$ cat config.mk
export PLATFORM = sky130hd
export DESIGN_NAME = dm_arbiter_flat
export DESIGN_NICKNAME = d
export VERILOG_FILES = /design/src/rtl/dm_arbiter_if.sv /design/src/rtl/dm_arbiter.sv /design/src/flat_wrapper.sv
export SDC_FILE = /design/constraint.sdc
export NUM_CORES = 1
export LEC_CHECK = 0
export BUFFER_PORTS_ARGS = -buffer_cell sky130_fd_sc_hd__buf_2
export CAP_MARGIN = 20
export CORE_AREA = 8 8 151 153
export DETAILED_ROUTE_END_ITERATION = 10
export DIE_AREA = 0 0 159 161
export GPL_TIMING_DRIVEN = 0
export PLACE_DENSITY = 0.5
export SLEW_MARGIN = 10
export SYNTH_ARGS = -nofsm -noshare
export SYNTH_HDL_FRONTEND = slang
export SYNTH_SLANG_ARGS = --single-unit
export TNS_END_PERCENT = 20
$ cat constraint.sdc
create_clock -name clk -period 3 [get_ports clk]
set_clock_uncertainty 0.2 [all_clocks]
set_input_delay 0.6 -clock clk [delete_from_list [all_inputs] [get_ports clk]]
set_output_delay 0.6 -clock clk [all_outputs]
set_load 0.05 [all_outputs]
$ cat src/rtl/dm_arbiter_if.sv
// Bus bundle between the two data-memory masters, the arbiter and datamemory.
// The slave modport is the arbiter's view; master is the environment's view.
interface dm_arbiter_if;
  logic        m0_req;
  logic        m0_we;
  logic [3:0]  m0_byteen;
  logic [31:0] m0_addr;
  logic [31:0] m0_wdata;
  logic [31:0] m0_pc;
  logic        m0_lock;
  logic        m0_ack;
  logic [31:0] m0_rdata;

  logic        m1_req;
  logic        m1_we;
  logic [3:0]  m1_byteen;
  logic [31:0] m1_addr;
  logic [31:0] m1_wdata;
  logic [31:0] m1_pc;
  logic        m1_lock;
  logic        m1_ack;
  logic [31:0] m1_rdata;

  logic [31:0] DMAdr;
  logic [31:0] DMDataW;
  logic [31:0] DMcurPC;
  logic [3:0]  DMByteEN;
  logic        DMcurWE;
  logic [31:0] DMDataR;

  modport slave (
    input  m0_req, m0_we, m0_byteen, m0_addr, m0_wdata, m0_pc, m0_lock,
    output m0_ack, m0_rdata,
    input  m1_req, m1_we, m1_byteen, m1_addr, m1_wdata, m1_pc, m1_lock,
    output m1_ack, m1_rdata,
    output DMAdr, DMDataW, DMcurPC, DMByteEN, DMcurWE,
    input  DMDataR
  );

  modport master (
    output m0_req, m0_we, m0_byteen, m0_addr, m0_wdata, m0_pc, m0_lock,
    input  m0_ack, m0_rdata,
    output m1_req, m1_we, m1_byteen, m1_addr, m1_wdata, m1_pc, m1_lock,
    input  m1_ack, m1_rdata,
    input  DMAdr, DMDataW, DMcurPC, DMByteEN, DMcurWE,
    output DMDataR
  );
endinterface

$ cat src/rtl/dm_arbiter.sv
// Two-master round-robin arbiter in front of the single datamemory port.
// Define DM_ARB_LOCK_EN to let an owner keep the grant for up to LOCK_MAX transfers.
module dm_arbiter #(
  parameter int LOCK_MAX = 4
) (
  input  logic        clk,
  input  logic        reset,
  dm_arbiter_if.slave bus
);

  typedef enum logic [1:0] {
    IDLE = 2'd0,
    GNT0 = 2'd1,
    GNT1 = 2'd2
  } state_t;

  state_t      state_q, state_d;
  logic        last_q, last_d;

  logic [1:0]  req;
  logic [1:0]  we;
  logic [3:0]  byteen [2];
  logic [31:0] addr   [2];
  logic [31:0] wdata  [2];
  logic [31:0] pc     [2];

  logic        owner;
  logic        served;
  logic        lock_hold;

  logic [31:0] dm_adr, dm_dataw, dm_pc;
  logic [3:0]  dm_byteen;
  logic        dm_we;

  assign req       = {bus.m1_req, bus.m0_req};
  assign we        = {bus.m1_we,  bus.m0_we};
  assign byteen[0] = bus.m0_byteen;
  assign byteen[1] = bus.m1_byteen;
  assign addr[0]   = bus.m0_addr;
  assign addr[1]   = bus.m1_addr;
  assign wdata[0]  = bus.m0_wdata;
  assign wdata[1]  = bus.m1_wdata;
  assign pc[0]     = bus.m0_pc;
  assign pc[1]     = bus.m1_pc;

  // A transfer happens only when the current owner still holds its request.
  assign owner  = (state_q == GNT1);
  assign served = (state_q != IDLE) && req[owner];

  function automatic state_t arbitrate(input logic [1:0] r, input logic l);
    state_t s;
    s = IDLE;
    if (r == 2'b11)
      s = l ? GNT0 : GNT1;
    else if (r[0])
      s = GNT0;
    else if (r[1])
      s = GNT1;
    return s;
  endfunction

`ifdef DM_ARB_LOCK_EN
  logic [1:0] lock;
  logic [3:0] lock_cnt_q, lock_cnt_d;

  assign lock       = {bus.m1_lock, bus.m0_lock};
  assign lock_hold  = served && lock[owner] && (lock_cnt_q < 4'(LOCK_MAX - 1));
  assign lock_cnt_d = lock_hold ? lock_cnt_q + 4'd1 : 4'd0;

  always_ff @(posedge clk or posedge reset) begin
    if (reset)
      lock_cnt_q <= 4'd0;
    else
      lock_cnt_q <= lock_cnt_d;
  end
`else
  logic unused_lock;
  assign unused_lock = ^{bus.m0_lock, bus.m1_lock, LOCK_MAX[0]};
  assign lock_hold   = 1'b0;
`endif

  always_comb begin
    state_d = state_q;
    last_d  = last_q;
    case (state_q)
      IDLE: state_d = arbitrate(req, last_q);
      GNT0, GNT1: begin
        if (served)
          last_d = owner;
        // The just-served master counts as "last" for the tie-break.
        if (lock_hold)
          state_d = state_q;
        else
          state_d = arbitrate(req, served ? owner : last_q);
      end
      default: state_d = IDLE;
    endcase
  end

  always_ff @(posedge clk or posedge reset) begin
    if (reset) begin
      state_q <= IDLE;
      last_q  <= 1'b1;
    end else begin
      state_q <= state_d;
      last_q  <= last_d;
    end
  end

  always_comb begin
    dm_adr    = 32'd0;
    dm_dataw  = 32'd0;
    dm_pc     = 32'd0;
    dm_byteen = 4'd0;
    dm_we     = 1'b0;
    if (served) begin
      dm_adr    = addr[owner];
      dm_dataw  = wdata[owner];
      dm_pc     = pc[owner];
      dm_byteen = byteen[owner];
      dm_we     = we[owner];
    end
  end

  assign bus.DMAdr    = dm_adr;
  assign bus.DMDataW  = dm_dataw;
  assign bus.DMcurPC  = dm_pc;
  assign bus.DMByteEN = dm_byteen;
  assign bus.DMcurWE  = dm_we;

  assign bus.m0_ack   = served & ~owner;
  assign bus.m1_ack   = served &  owner;
  assign bus.m0_rdata = (state_q != IDLE) ? bus.DMDataR : 32'd0;
  assign bus.m1_rdata = (state_q != IDLE) ? bus.DMDataR : 32'd0;

endmodule

$ cat src/flat_wrapper.sv
// flat-port wrapper written by rule: the top's interface ports become plain ports
module dm_arbiter_flat 
#(
  parameter int LOCK_MAX = 4
)
  (clk, reset, bus_m0_req, bus_m0_we, bus_m0_byteen, bus_m0_addr, bus_m0_wdata, bus_m0_pc, bus_m0_lock, bus_m0_ack, bus_m0_rdata, bus_m1_req, bus_m1_we, bus_m1_byteen, bus_m1_addr, bus_m1_wdata, bus_m1_pc, bus_m1_lock, bus_m1_ack, bus_m1_rdata, bus_DMAdr, bus_DMDataW, bus_DMcurPC, bus_DMByteEN, bus_DMcurWE, bus_DMDataR);
  dm_arbiter_if bus_i ();
  input  logic clk;
  input  logic reset;
  input wire logic [$bits(bus_i.m0_req)-1:0] bus_m0_req;
  input wire logic [$bits(bus_i.m0_we)-1:0] bus_m0_we;
  input wire logic [$bits(bus_i.m0_byteen)-1:0] bus_m0_byteen;
  input wire logic [$bits(bus_i.m0_addr)-1:0] bus_m0_addr;
  input wire logic [$bits(bus_i.m0_wdata)-1:0] bus_m0_wdata;
  input wire logic [$bits(bus_i.m0_pc)-1:0] bus_m0_pc;
  input wire logic [$bits(bus_i.m0_lock)-1:0] bus_m0_lock;
  output wire logic [$bits(bus_i.m0_ack)-1:0] bus_m0_ack;
  output wire logic [$bits(bus_i.m0_rdata)-1:0] bus_m0_rdata;
  input wire logic [$bits(bus_i.m1_req)-1:0] bus_m1_req;
  input wire logic [$bits(bus_i.m1_we)-1:0] bus_m1_we;
  input wire logic [$bits(bus_i.m1_byteen)-1:0] bus_m1_byteen;
  input wire logic [$bits(bus_i.m1_addr)-1:0] bus_m1_addr;
  input wire logic [$bits(bus_i.m1_wdata)-1:0] bus_m1_wdata;
  input wire logic [$bits(bus_i.m1_pc)-1:0] bus_m1_pc;
  input wire logic [$bits(bus_i.m1_lock)-1:0] bus_m1_lock;
  output wire logic [$bits(bus_i.m1_ack)-1:0] bus_m1_ack;
  output wire logic [$bits(bus_i.m1_rdata)-1:0] bus_m1_rdata;
  output wire logic [$bits(bus_i.DMAdr)-1:0] bus_DMAdr;
  output wire logic [$bits(bus_i.DMDataW)-1:0] bus_DMDataW;
  output wire logic [$bits(bus_i.DMcurPC)-1:0] bus_DMcurPC;
  output wire logic [$bits(bus_i.DMByteEN)-1:0] bus_DMByteEN;
  output wire logic [$bits(bus_i.DMcurWE)-1:0] bus_DMcurWE;
  input wire logic [$bits(bus_i.DMDataR)-1:0] bus_DMDataR;
  assign bus_i.m0_req = bus_m0_req;
  assign bus_i.m0_we = bus_m0_we;
  assign bus_i.m0_byteen = bus_m0_byteen;
  assign bus_i.m0_addr = bus_m0_addr;
  assign bus_i.m0_wdata = bus_m0_wdata;
  assign bus_i.m0_pc = bus_m0_pc;
  assign bus_i.m0_lock = bus_m0_lock;
  assign bus_m0_ack = bus_i.m0_ack;
  assign bus_m0_rdata = bus_i.m0_rdata;
  assign bus_i.m1_req = bus_m1_req;
  assign bus_i.m1_we = bus_m1_we;
  assign bus_i.m1_byteen = bus_m1_byteen;
  assign bus_i.m1_addr = bus_m1_addr;
  assign bus_i.m1_wdata = bus_m1_wdata;
  assign bus_i.m1_pc = bus_m1_pc;
  assign bus_i.m1_lock = bus_m1_lock;
  assign bus_m1_ack = bus_i.m1_ack;
  assign bus_m1_rdata = bus_i.m1_rdata;
  assign bus_DMAdr = bus_i.DMAdr;
  assign bus_DMDataW = bus_i.DMDataW;
  assign bus_DMcurPC = bus_i.DMcurPC;
  assign bus_DMByteEN = bus_i.DMByteEN;
  assign bus_DMcurWE = bus_i.DMcurWE;
  assign bus_i.DMDataR = bus_DMDataR;
  dm_arbiter #(.LOCK_MAX(LOCK_MAX)) u_core (.clk(clk), .reset(reset), .bus(bus_i));
endmodule
After elaboration in Yosys (flattened, before gate mapping)

Index checks and enable logic that the tools add are counted.

Flip-flop bits (word level): 3
Latch bits: 0
Bits in writable memories: 0
Memory bits (read-only): 0
Logic and storage cells: 45
Memories kept: 0

$add $sub $neg: 0
$mul: 0
Divide/modulo/power cells: 0
Order comparisons: 2
Eq/ne operators: 3
Shift-type cells: 0
Multiplexer cells: 30
Bitwise operators: 4
Reduce and logical (&&, ||, !) cells: 4

Operators with widths:

| operator                                                                      | count |
|---|---|
| 32-bit two-way mux                                                            | 13 |
| 4-bit two-way mux                                                             | 4 |
| 2-bit two-way mux                                                             | 6 |
| 1-bit two-way mux                                                             | 6 |
| 2-bit == test (second input constant)                                         | 2 |
| 2-bit case mux with 2 select lines                                            | 1 |
| 1-bit AND                                                                     | 2 |
| 2-bit by 1-bit == test with 1-bit output (second input constant)              | 1 |
| 2-bit >= comparator (second input constant)                                   | 1 |
| 2-bit logical NOT                                                             | 1 |
| 1-bit by 2-bit less-than comparator with 1-bit output (second input constant) | 1 |
| 1-bit NOT with 2-bit output                                                   | 1 |
| 2-bit nonzero test                                                            | 1 |
| 2-bit OR reduction                                                            | 1 |
| 1-bit logical AND                                                             | 1 |
| 1-bit NOT                                                                     | 1 |

Longest topological paths before layout

Gate-level depths: netlist of run 1.

Word-level depth: 8
Depth in mapped cells: 7
Mapped depth without buffers: 5

Worst setup path after synthesis of run 1

Ideal clock, no wire load.

Path kind: reg-to-output
Start point: register u_core.state_q[0]
End point: output port bus_m1_rdata[0]
Arrival: 2046 ps
Data required time: 2200 ps
Path slack: 154 ps
Stages on the path, launching flop included: 7
Buffers on the path: 3
Cells stage by stage: dfrtp_1 inv_1 ha_1 clkbuf_1 buf_2 nor2b_1 buf_4

Cells in the longest elaborated chain, start to end: 2

Ends and longest elaborated chain:

| what                     | line               | source |
|---|---|---|
| start: declaration       | dm_arbiter.sv:17   | `state_t state_q, state_d;` |
| start signal: assignment | dm_arbiter.sv:105  | `state_q <= state_d;` |
| 2-bit nonzero test       | --                 |  |
| 32-bit two-way mux       | --                 |  |
| end: declaration         | flat_wrapper.sv:27 | `output wire logic [$bits(bus_i.m1_rdata)-1:0] bus_m1_rdata;` |

No other way between the ends.

Worst setup path in the final report of run 1

Start point: register u_core.state_q[1]
End point: output port bus_DMDataW[11]

Cells in the longest elaborated chain, start to end: 6
Elaborated cells on any way between the ends: 10
Those cells by class: 1 x eq/ne; 6 x mux; 1 x bitwise; 2 x reduce/logical

Ends and longest elaborated chain:

| what                                                  | line               | source |
|---|---|---|
| 2-bit == test                                         | dm_arbiter.sv:47   | `assign owner = (state_q == GNT1);` |
| 1-bit NOT with 2-bit output (implied by the code)     | dm_arbiter.sv:118  | `dm_dataw = wdata[owner];` |
| 32-bit two-way mux (implied by the code) (3 in a row) | dm_arbiter.sv:118  |  |
| 32-bit two-way mux *                                  | dm_arbiter.sv:116  | `if (served) begin` |
| end: declaration                                      | flat_wrapper.sv:29 | `output wire logic [$bits(bus_i.DMDataW)-1:0] bus_DMDataW;` |

Mark *: on every way between the ends. The rest lies on a longest branch, timed or not. The select of a mux whose other input is x is not followed.

==> metrics, run 1 <==
P_sw=around 3.8 mW; die width=between 150 and 200 um; largest net degree at the start of global routing=11; CP Cell Sequence=inv_1 > ha_1 > nor3_2 > buf_6 > buf_2 > a22o_1 > buf_2; synth warn=0; Die Y=approximately 160 um; CTS tree=done; Final Wtd Congestion=around 0.83; Final setup viols=0; outcome=finished, final reports clean; Power Density=approximately 1300 nW/um2; DR iter-0 viols=185; Lkg Pwr=roughly 2.7 nW; routed vias/inst=3.80; Mean Syn Cell Area=approximately 8.0 um2; Num CTS Buffers=3; Max Cap Viol=0; I/O pin cnt=slightly above 400; crit start category=register; worst hold slack=roughly 0.038 ns; share of cells above drive strength 1=between 70 and 80%; Post-CTS Hold Buffers=0; Critical-path top delay cell=dfrtp_1; CTS Buffer Depth=2; dpl ws=roughly 0.16 ns; Req. time, crit path=between 2 and 2.5 ns; Post-Syn Area=roughly 1700 um2; ratio of final minimum period to clock period=95.3%; IO buf count=between 400 and 500; clock root cell=clkbuf_16; # rows=53; CP Launch Point=u_core.state_q[1]$_DFF_PP0_; total power=about 5.4 mW; WS Path Type=reg -> out; setup TNS=0 ns; Worst-path clk slew=0.03 ns; post-synthesis cell type count=21; NumNets Final=~870; DR DRC count=0; Die Area=between 20000 and 30000 um2; RSZ-0062 raised after global routing=no; Routed Antenna Nets=0; initial antenna violation count=7; grt total ovfl=0; Final Hold Vio Count=0; Setup Fix Bufs, Post-CTS=0; VDD IR max=~0.73 mV; synthesized flop and latch total=3; Switching Fraction=between 70% and 80%; crit-path max FO=10; HP Class=in -> async; CP arrival=slightly above 2 ns; Core Area=slightly above 20000 um2; WL/cell=approximately 18 um; Mapped Cells=~220; 1st-pass router iterations=4; post-synthesis sequential area ratio=4.42%; Clock Sink Count=3; drt total wl=about 16000 um; fmax=between 300 and 400 MHz; H-tree depth=1; vias in the first global route=approximately 3700; Pint=1.55 mW; Max stage delay on crit path=around 0.37 ns; minimum clock period after layout=about 2.9 ns; Least-Margin Pin Slew=~0.42 ns; quantity of gates resized following cts=0; initial core utilization=8.41%; Clock Latency Late Sink=between 0.2 and 0.25 ns; Tot GR Track Use=between 10 and 15%; via count=between 3000 and 4000; Area Growth Syn to Fin=144%; setup ws final=roughly 0.14 ns; RR Startpoint=u_core.state_q[1]$_DFF_PP0_; syn nets=459; sequential power share=approximately 1.5%; Rel. slew slack=72.3%; critical path endpoint category=output port; clock share of power=under 10%; first-pass GRT wire length=between 20000 and 25000 um; HPWL Detailed=14800 um; Final Slew Violations=0; combinational power share=between 90% and 100%; crit-path most repeated cell=buf_2
-- final cells by class --
| class | count | area [um2] |
|---|---|---|
| sequential | 3 | 76.3 |
| tap | 275 | 344 |
| antenna | 4 | 10.0 |
| fill | 2351 | 16300 |
| buffer | 58 | 440 |
| timing repair buffer | 404 | 2040 |
| inverter | 4 | 15.0 |
| clock buffer | 4 | 78.8 |
| multi-input combinational | 151 | 1210 |
-- final timing paths --
| check | to | slack, ns | cells after the start |
|---|---|---|---|
| min in group clk | u_core.last_q$_DFFE_PP1P_ | 0.29 | 2 |
| max in group asynchronous | u_core.last_q$_DFFE_PP1P_ | 2.35 | 2 |
| worst min register to register | u_core.last_q$_DFFE_PP1P_ | 0.29 | 2 |
| worst min-delay path | u_core.state_q[0]$_DFF_PP0_ | 0.04 | 2 |
| worst max register to register | u_core.state_q[1]$_DFF_PP0_ | 1.32 | 5 |
| worst max-delay path | bus_DMDataW[11] | 0.14 | 7 |
-- worst max-delay path: cells and delay by family, from the launching register on --
kind                       cells  cell delay, ns
buffers and inverters          4            0.77
DFF                            1            0.37
and+or+nand+nor                1            0.28
adders and majority gates      1            0.22
AOI/OAI and AO/OA              1            0.20
-- cells in the final DEF (no fill, tap or decap), drive strengths merged --
cell,netlist,layout
buf,56,449
a22o,101,101
nor2b,32,32
clkbuf,2,17
diode,0,4
inv,4,4
nand2,3,3
ha,3,3
nand2b,2,2
a21oi,2,2
dfrtp,2,2
nor2,2,2
o31ai,1,1
o21ai,1,1
nor3,1,1
and3,1,1
nor4b,1,1
nor4,1,1
dfstp,1,1
-- synthesized netlist by cell type --
cell      instances  share of area (%)
nor3_2            1               0.58
a22o_1          101                 51
clkbuf_1          2               0.43
nor4b_1           1               0.51
nor4_1            1               0.36
nand2b_1          2               0.72
buf_4            33                 14
nor2_2            1               0.36
dfrtp_1           2                2.9
ha_1              3                2.2
o21ai_1           1               0.29
inv_1             4               0.87
o31ai_1           1               0.43
buf_2            14                4.1
nor2_1            1               0.22
nor2b_1          32                 12
dfstp_2           1                1.5
a21oi_1           2               0.58
nand2_1           3               0.65
and3_1            1               0.36
buf_6             9                5.9
-- per-stage QoR --
stage | cell area (um2) | utilization, % | cells
6_report | 4210 | 20.5 | 903
5_1_grt | 4210 | 20.5 | 903
2_1_floorplan | 1730 | - | 216
3_3_place_gp | 4090 | 19.9 | 895
3_5_place_dp | 4090 | 19.9 | 895
4_1_cts | 4170 | 20.3 | 899
-- sequential cells by signal (all words and copies together), names as in the netlist --
register	count
u_core.state_q	2
u_core.last_q	1
-- power groups by stage --
stage	clock network [mW]	registers [mW]	logic, mW
floorplan	0	0.0756	3.90
global placement	0	0.0800	5.11
detailed placement	0	0.0810	5.09
CTS	0.211	0.0805	5.10
global route	0.222	0.0843	5.31
finish	0.210	0.0811	5.07
-- routing by layer --
layer,global-route usage (%),vias to the layer above,wire [um]
met3,5.22,16,1850
met5,0,-,36
met2,20.9,274,8110
met1,11.6,1505,6050
met4,2.19,6,168
li1,-,1626,-
-- cell families after synthesis --
group,synth area share (%)
AOI/OAI and AO/OA,52.5
and+or+nand+nor,15.4
buffers and inverters,25.6
DFF,4.42
adders and majority gates,2.17
Power figures use the tool's default switching activity.
==> run 2: changes to the inputs <==
--- a/config.mk
+++ b/config.mk
@@ -12,7 +12,8 @@
 export DIE_AREA = 0 0 159 161
 export GPL_TIMING_DRIVEN = 0
 export PLACE_DENSITY = 0.5
-export SLEW_MARGIN = 10
+export SKIP_CTS_REPAIR_TIMING = 1
+export SLEW_MARGIN = 30
 export SYNTH_ARGS = -nofsm -noshare
 export SYNTH_HDL_FRONTEND = slang
 export SYNTH_SLANG_ARGS = --single-unit
==> constraint.sdc (replaced) <==
create_clock -name clk -period 3.5 [get_ports clk]
set_clock_uncertainty 0.2 [all_clocks]
set_input_delay 0.7 -clock clk [delete_from_list [all_inputs] [get_ports clk]]
set_output_delay 0.7 -clock clk [all_outputs]
set_load 0.05 [all_outputs]
==> metrics, run 2 (synthesis results as in run 1) <==
first-pass GRT wire length=22700 um (unchanged); Num CTS Buffers=3 (unchanged); WL/cell=17.9 um (-0.18%); Storage cell area=76.3 um2 (unchanged); initial antenna violation count=7 (unchanged); via count=3432 (+0.15%); dpl cells=895 (unchanged); IO buf count=404 (unchanged); area occupied by multi-input gates=1210 um2 (unchanged); CTS tree=done; H-tree depth=1 (unchanged); Final Wtd Congestion=0.834 (unchanged); routed vias/inst=3.80 (+0.15%); VDD IR max=0.627 mV (-14%); Worst-path clk slew=0.03 ns (about the same); outcome=finished, final reports clean; Cell Count, Final, Fillers Out=903 (unchanged); commonest non-fill, non-tap cell in the layout=buf_2; Power Density=1090 nW/um2 (-14%); NumNets Final=868 (unchanged); Clock Sink Count=3 (unchanged); most frequent cells in the layout=418 x buf_2, 101 x a22o_1, 33 x buf_4; max reg flops=2 (unchanged); crit-path max FO=10 (unchanged); critical path endpoint category=output port; worst hold slack=0.138 ns (+0.100 ns); initial core utilization=8.41% (unchanged); Final Slew Violations=0 (unchanged); placed cell areas=4090 um2 (unchanged); RSZ-0062 raised after global routing=no; design area=4180 um2 (-0.74%); Lkg Pwr=2.66 nW (+0.11%); fill cell instance count of the final layout=2351 (unchanged); Least-Margin Pin Slew=0.416 ns (+0.000468 ns); DR iter-0 viols=204 (+10%); grt total ovfl=0 (unchanged); Req. time, crit path=2.60 ns (+0.40 ns); CP arrival=2.12 ns (+0.06 ns); Area Growth Syn to Fin=142%; vias in the first global route=3704 (unchanged); reg2reg path depth=5 (unchanged); Rel. slew slack=72.3% (about the same); Clock Latency Late Sink=0.22 ns (about the same); Max Cap Viol=0 (unchanged); share of cells above drive strength 1=74.7% (unchanged); Die Area=25600 um2 (unchanged); fmax=~330 MHz; WS Path Type=reg -> out; largest registers=u_core.state_q x2, u_core.last_q x1; HP Class=in -> async; DR DRC count=0 (unchanged); register name with the most flops=u_core.state_q; Die Y=161 um (unchanged); ratio of final minimum period to clock period=a little under nine tenths; # rows=53 (unchanged); CTS Buffer Depth=2 (unchanged); Tot GR Track Use=11.3% (unchanged); clock root cell=clkbuf_16; Core Area=20600 um2 (unchanged); Final Hold Vio Count=0 (unchanged); largest net degree at the start of global routing=11 (unchanged); minimum clock period after layout=around 3.0 ns; die width=159 um (unchanged); setup TNS=0 ns (unchanged); HPWL Detailed=14800 um (unchanged); Routed Antenna Nets=0 (unchanged); Final setup viols=0 (unchanged); crit start category=register; drt total wl=16200 um (-0.18%); I/O pin cnt=407 (unchanged); 1st-pass router iterations=4 (unchanged)
run 2: cell count changes in the layout (fill, tap and decap cells not counted):
cell      change
buf_2        +11
clkbuf_4     -11
buf_4         +1
buf_6         -1
run 2: final timing paths:
kind | startpoint | end | slack, ns
worst max-delay path | u_core.state_q[1]$_DFF_PP0_ | bus_DMDataW[22] | 0.48
worst min-delay path | reset | u_core.state_q[0]$_DFF_PP0_ | 0.14
worst max register to register | u_core.state_q[1]$_DFF_PP0_ | u_core.state_q[1]$_DFF_PP0_ | 1.82
worst min register to register | u_core.last_q$_DFFE_PP1P_ | u_core.last_q$_DFFE_PP1P_ | 0.29
max in group asynchronous | reset | u_core.last_q$_DFFE_PP1P_ | 2.75
min in group clk | u_core.last_q$_DFFE_PP1P_ | u_core.last_q$_DFFE_PP1P_ | 0.29
run 2: through the flow:
step / setup slack [ns] / total power, mW / utilization (%)
floorplan: 0.554 / 3.41 / -
global placement: 0.452 / 4.45 / 19.9
detailed placement: 0.464 / 4.43 / 19.9
CTS: 0.402 / 4.62 / 20.3
global route: 0.314 / 4.79 / 20.3
finish: 0.480 / 4.57 / 20.3
run 2: cell type report:
| type | count | area share [%] |
|---|---|---|
| antenna | 4 | 0.239 |
| tap | 275 | 8.23 |
| buffer | 58 | 10.2 |
| multi-input combinational | 151 | 28.9 |
| timing repair buffer | 404 | 48.3 |
| inverter | 4 | 0.359 |
| clock buffer | 4 | 1.88 |
| sequential | 3 | 1.82 |
run 2: layer usage:
layer | GRT usage, % | vias up | wire (um)
met5 | 0 | - | 36
met4 | 2.19 | 6 | 197
met3 | 5.22 | 18 | 1850
met2 | 20.9 | 278 | 8050
met1 | 11.6 | 1505 | 6050
li1 | - | 1625 | -
run 2: report_power, final:
part | internal, mW | total, mW | switching [mW]
combinational | 1.10 | 4.32 | 3.22
clock | 0.150 | 0.180 | 0.0294
sequential | 0.0562 | 0.0695 | 0.0133
run 2: worst max-delay path, stage by stage, from the launching register on:
cell	delay [ns]
dfrtp_1	0.37
inv_1	0.05
ha_1	0.22
nor3_2	0.26
buf_4	0.25
buf_2	0.26
a22o_1	0.21
buf_2	0.28
==> run 3: changes to the inputs <==
--- a/config.mk
+++ b/config.mk
@@ -11,7 +11,7 @@
 export DETAILED_ROUTE_END_ITERATION = 10
 export DIE_AREA = 0 0 159 161
 export GPL_TIMING_DRIVEN = 0
-export PLACE_DENSITY = 0.5
+export PLACE_DENSITY = 0.51
 export SKIP_CTS_REPAIR_TIMING = 1
 export SLEW_MARGIN = 30
 export SYNTH_ARGS = -nofsm -noshare
==> constraint.sdc (replaced) <==
create_clock -name clk -period 2.69 [get_ports clk]
set_clock_uncertainty 0.2 [all_clocks]
set_input_delay 0.4035 -clock clk [delete_from_list [all_inputs] [get_ports clk]]
set_output_delay 0.4035 -clock clk [all_outputs]
set_load 0.05 [all_outputs]
==> metrics, run 3 (synthesis results as in run 1) <==
outcome=finished, final reports clean; routed vias/inst=3.84 (+1.1%); Final Hold Vio Count=0 (unchanged); Final Wtd Congestion=0.801 (-3.9%); crit start category=register; via count=3467 (+1.0%); setup TNS=0 ns (unchanged); H-tree depth=1 (unchanged); Lkg Pwr=2.64 nW (-0.55%); critical path's top delay family=buffers and inverters; P_sw=4.27 mW (+31%); Num CTS Buffers=3 (unchanged); VDD IR max=0.662 mV (+5.4%); worst path bufs/invs=4 (unchanged); initial antenna violation count=3 (-4); grt total ovfl=0 (unchanged); Core Area=20600 um2 (unchanged); I/O pin cnt=407 (unchanged); clock root cell=clkbuf_16; ratio of final minimum period to clock period=a little over nine tenths; combinational power share=94.7% (+0.2 points); register name with the most flops=u_core.state_q; WL/cell=17.9 um (about the same); Die Area=25600 um2 (unchanged); critical path endpoint category=output port; die width=159 um (unchanged); commonest non-fill, non-tap cell in the layout=buf_2; fmax=~380 MHz; Final setup viols=0 (unchanged); Clock Sink Count=3 (unchanged); HP Class=in -> reg; IO buf count=404 (unchanged); most frequent cells in the layout=337 x buf_2, 101 x a22o_1, 75 x clkbuf_4; Power Density=1400 nW/um2 (+28%); CTS tree=done; HPWL Detailed=14700 um (-0.18%); CP Cell Sequence=inv_1 > ha_1 > nor3_4 > buf_6 > clkbuf_4 > a22o_1 > clkbuf_4; clock share of power=3.8% (about the same); crit-path most repeated cell=clkbuf_4; area occupied by multi-input gates=1220 um2 (+1.1%); sequential power share=1.5% (about the same); CTS Buffer Depth=2 (unchanged); Final Slew Violations=0 (unchanged); drt total wl=16200 um (about the same); share of cells above drive strength 1=75.4% (+0.68 points); CP arrival=2.00 ns (-0.12 ns); DR iter-0 viols=220 (+7.8%); Pint=1.90 mW (+46%); placed cell areas=4090 um2 (unchanged); NumNets Final=869 (+0.12%); Critical-path top delay cell=dfrtp_1; # rows=53 (unchanged); Tot GR Track Use=11.2% (-0.16 points); Switching Fraction=69.2% (-2.3 points); WS Path Type=reg -> out; Die Y=161 um (unchanged); Least-Margin Pin Slew=0.297 ns (-0.118 ns); fill cell instance count of the final layout=2325 (-1.1%); Storage cell area=76.3 um2 (unchanged); DR DRC count=0 (unchanged); first-pass GRT wire length=22600 um (-0.49%); Clock Latency Late Sink=0.23 ns (about the same); largest net degree at the start of global routing=11 (unchanged); Worst-path clk slew=0.03 ns (about the same); design area=4410 um2 (+5.5%); max reg flops=2 (unchanged); Max Cap Viol=0 (unchanged); RSZ-0062 raised after global routing=yes; Req. time, crit path=2.09 ns (-0.51 ns); crit-path max FO=10 (unchanged); Area Growth Syn to Fin=155%; 1st-pass router iterations=6 (+2); initial core utilization=8.41% (unchanged); Routed Antenna Nets=0 (unchanged); minimum clock period after layout=between 2 and 3 ns; Rel. slew slack=79.9% (+7.6 points); largest registers=u_core.state_q x2, u_core.last_q x1; Max stage delay on crit path=0.37 ns (about the same); vias in the first global route=3728 (+0.65%)
run 3: layout make-up:
| type | count | area share, % |
|---|---|---|
| timing repair buffer | 405 | 50.2 |
| multi-input combinational | 151 | 27.7 |
| buffer | 58 | 10.3 |
| tap | 275 | 7.79 |
| clock buffer | 4 | 1.79 |
| sequential | 3 | 1.73 |
| inverter | 4 | 0.340 |
| antenna | 2 | 0.113 |
run 3: worst register-to-register path, stage by stage (launching register included):
cell,delay (ns)
dfrtp_1,0.37
inv_1,0.05
ha_1,0.24
clkbuf_2,0.21
and3_1,0.20
nor4b_1,0.32
run 3: power by group through the flow:
| stage | Sequential (mW) | Combinational, mW | Clock [mW] |
|---|---|---|---|
| 2_1_floorplan | 0.0843 | 4.35 | 0 |
| 3_3_place_gp | 0.0899 | 5.68 | 0 |
| 3_5_place_dp | 0.0902 | 5.66 | 0 |
| 4_1_cts | 0.0896 | 5.68 | 0.240 |
| 5_1_grt | 0.0956 | 6.11 | 0.244 |
| 6_report | 0.0902 | 5.85 | 0.237 |
run 3: layer usage:
metal | wire, um | vias to the layer above | track usage, %
li1 | - | 1620 | -
met1 | 6110 | 1546 | 11.8
met2 | 8210 | 287 | 21.0
met3 | 1710 | 12 | 4.40
met4 | 132 | 2 | 1.37
met5 | 12 | - | 0
run 3: worst paths after layout:
| kind | start | endpoint | slack, ns | cells past startpoint |
|---|---|---|---|---|
| max in group asynchronous | reset | u_core.last_q$_DFFE_PP1P_ | 1.69 | 3 |
| min reg2reg | u_core.last_q$_DFFE_PP1P_ | u_core.last_q$_DFFE_PP1P_ | 0.30 | 2 |
| min | bus_m1_req | u_core.last_q$_DFFE_PP1P_ | 0.27 | 3 |
| max reg2reg | u_core.state_q[1]$_DFF_PP0_ | u_core.state_q[1]$_DFF_PP0_ | 0.99 | 5 |
| min in group asynchronous | reset | u_core.state_q[1]$_DFF_PP0_ | 0.40 | 3 |
| max | u_core.state_q[1]$_DFF_PP0_ | bus_DMcurPC[10] | 0.09 | 7 |
run 3: through the flow:
step / cells / setup WS (ns) / util (%) / hold WS, ns / power (mW)
finish: 902 / 0.0896 / 21.5 / 0.272 / 6.17
global route: 902 / -0.0529 / 21.5 / 0.296 / 6.45
CTS: 899 / -0.108 / 20.3 / -0.158 / 6.01
detailed placement: 895 / 0.123 / 19.9 / 0.0736 / 5.75
global placement: 895 / 0.146 / 19.9 / 0.0703 / 5.77
floorplan: 216 / 0.0406 / - / -0.0436 / 4.44
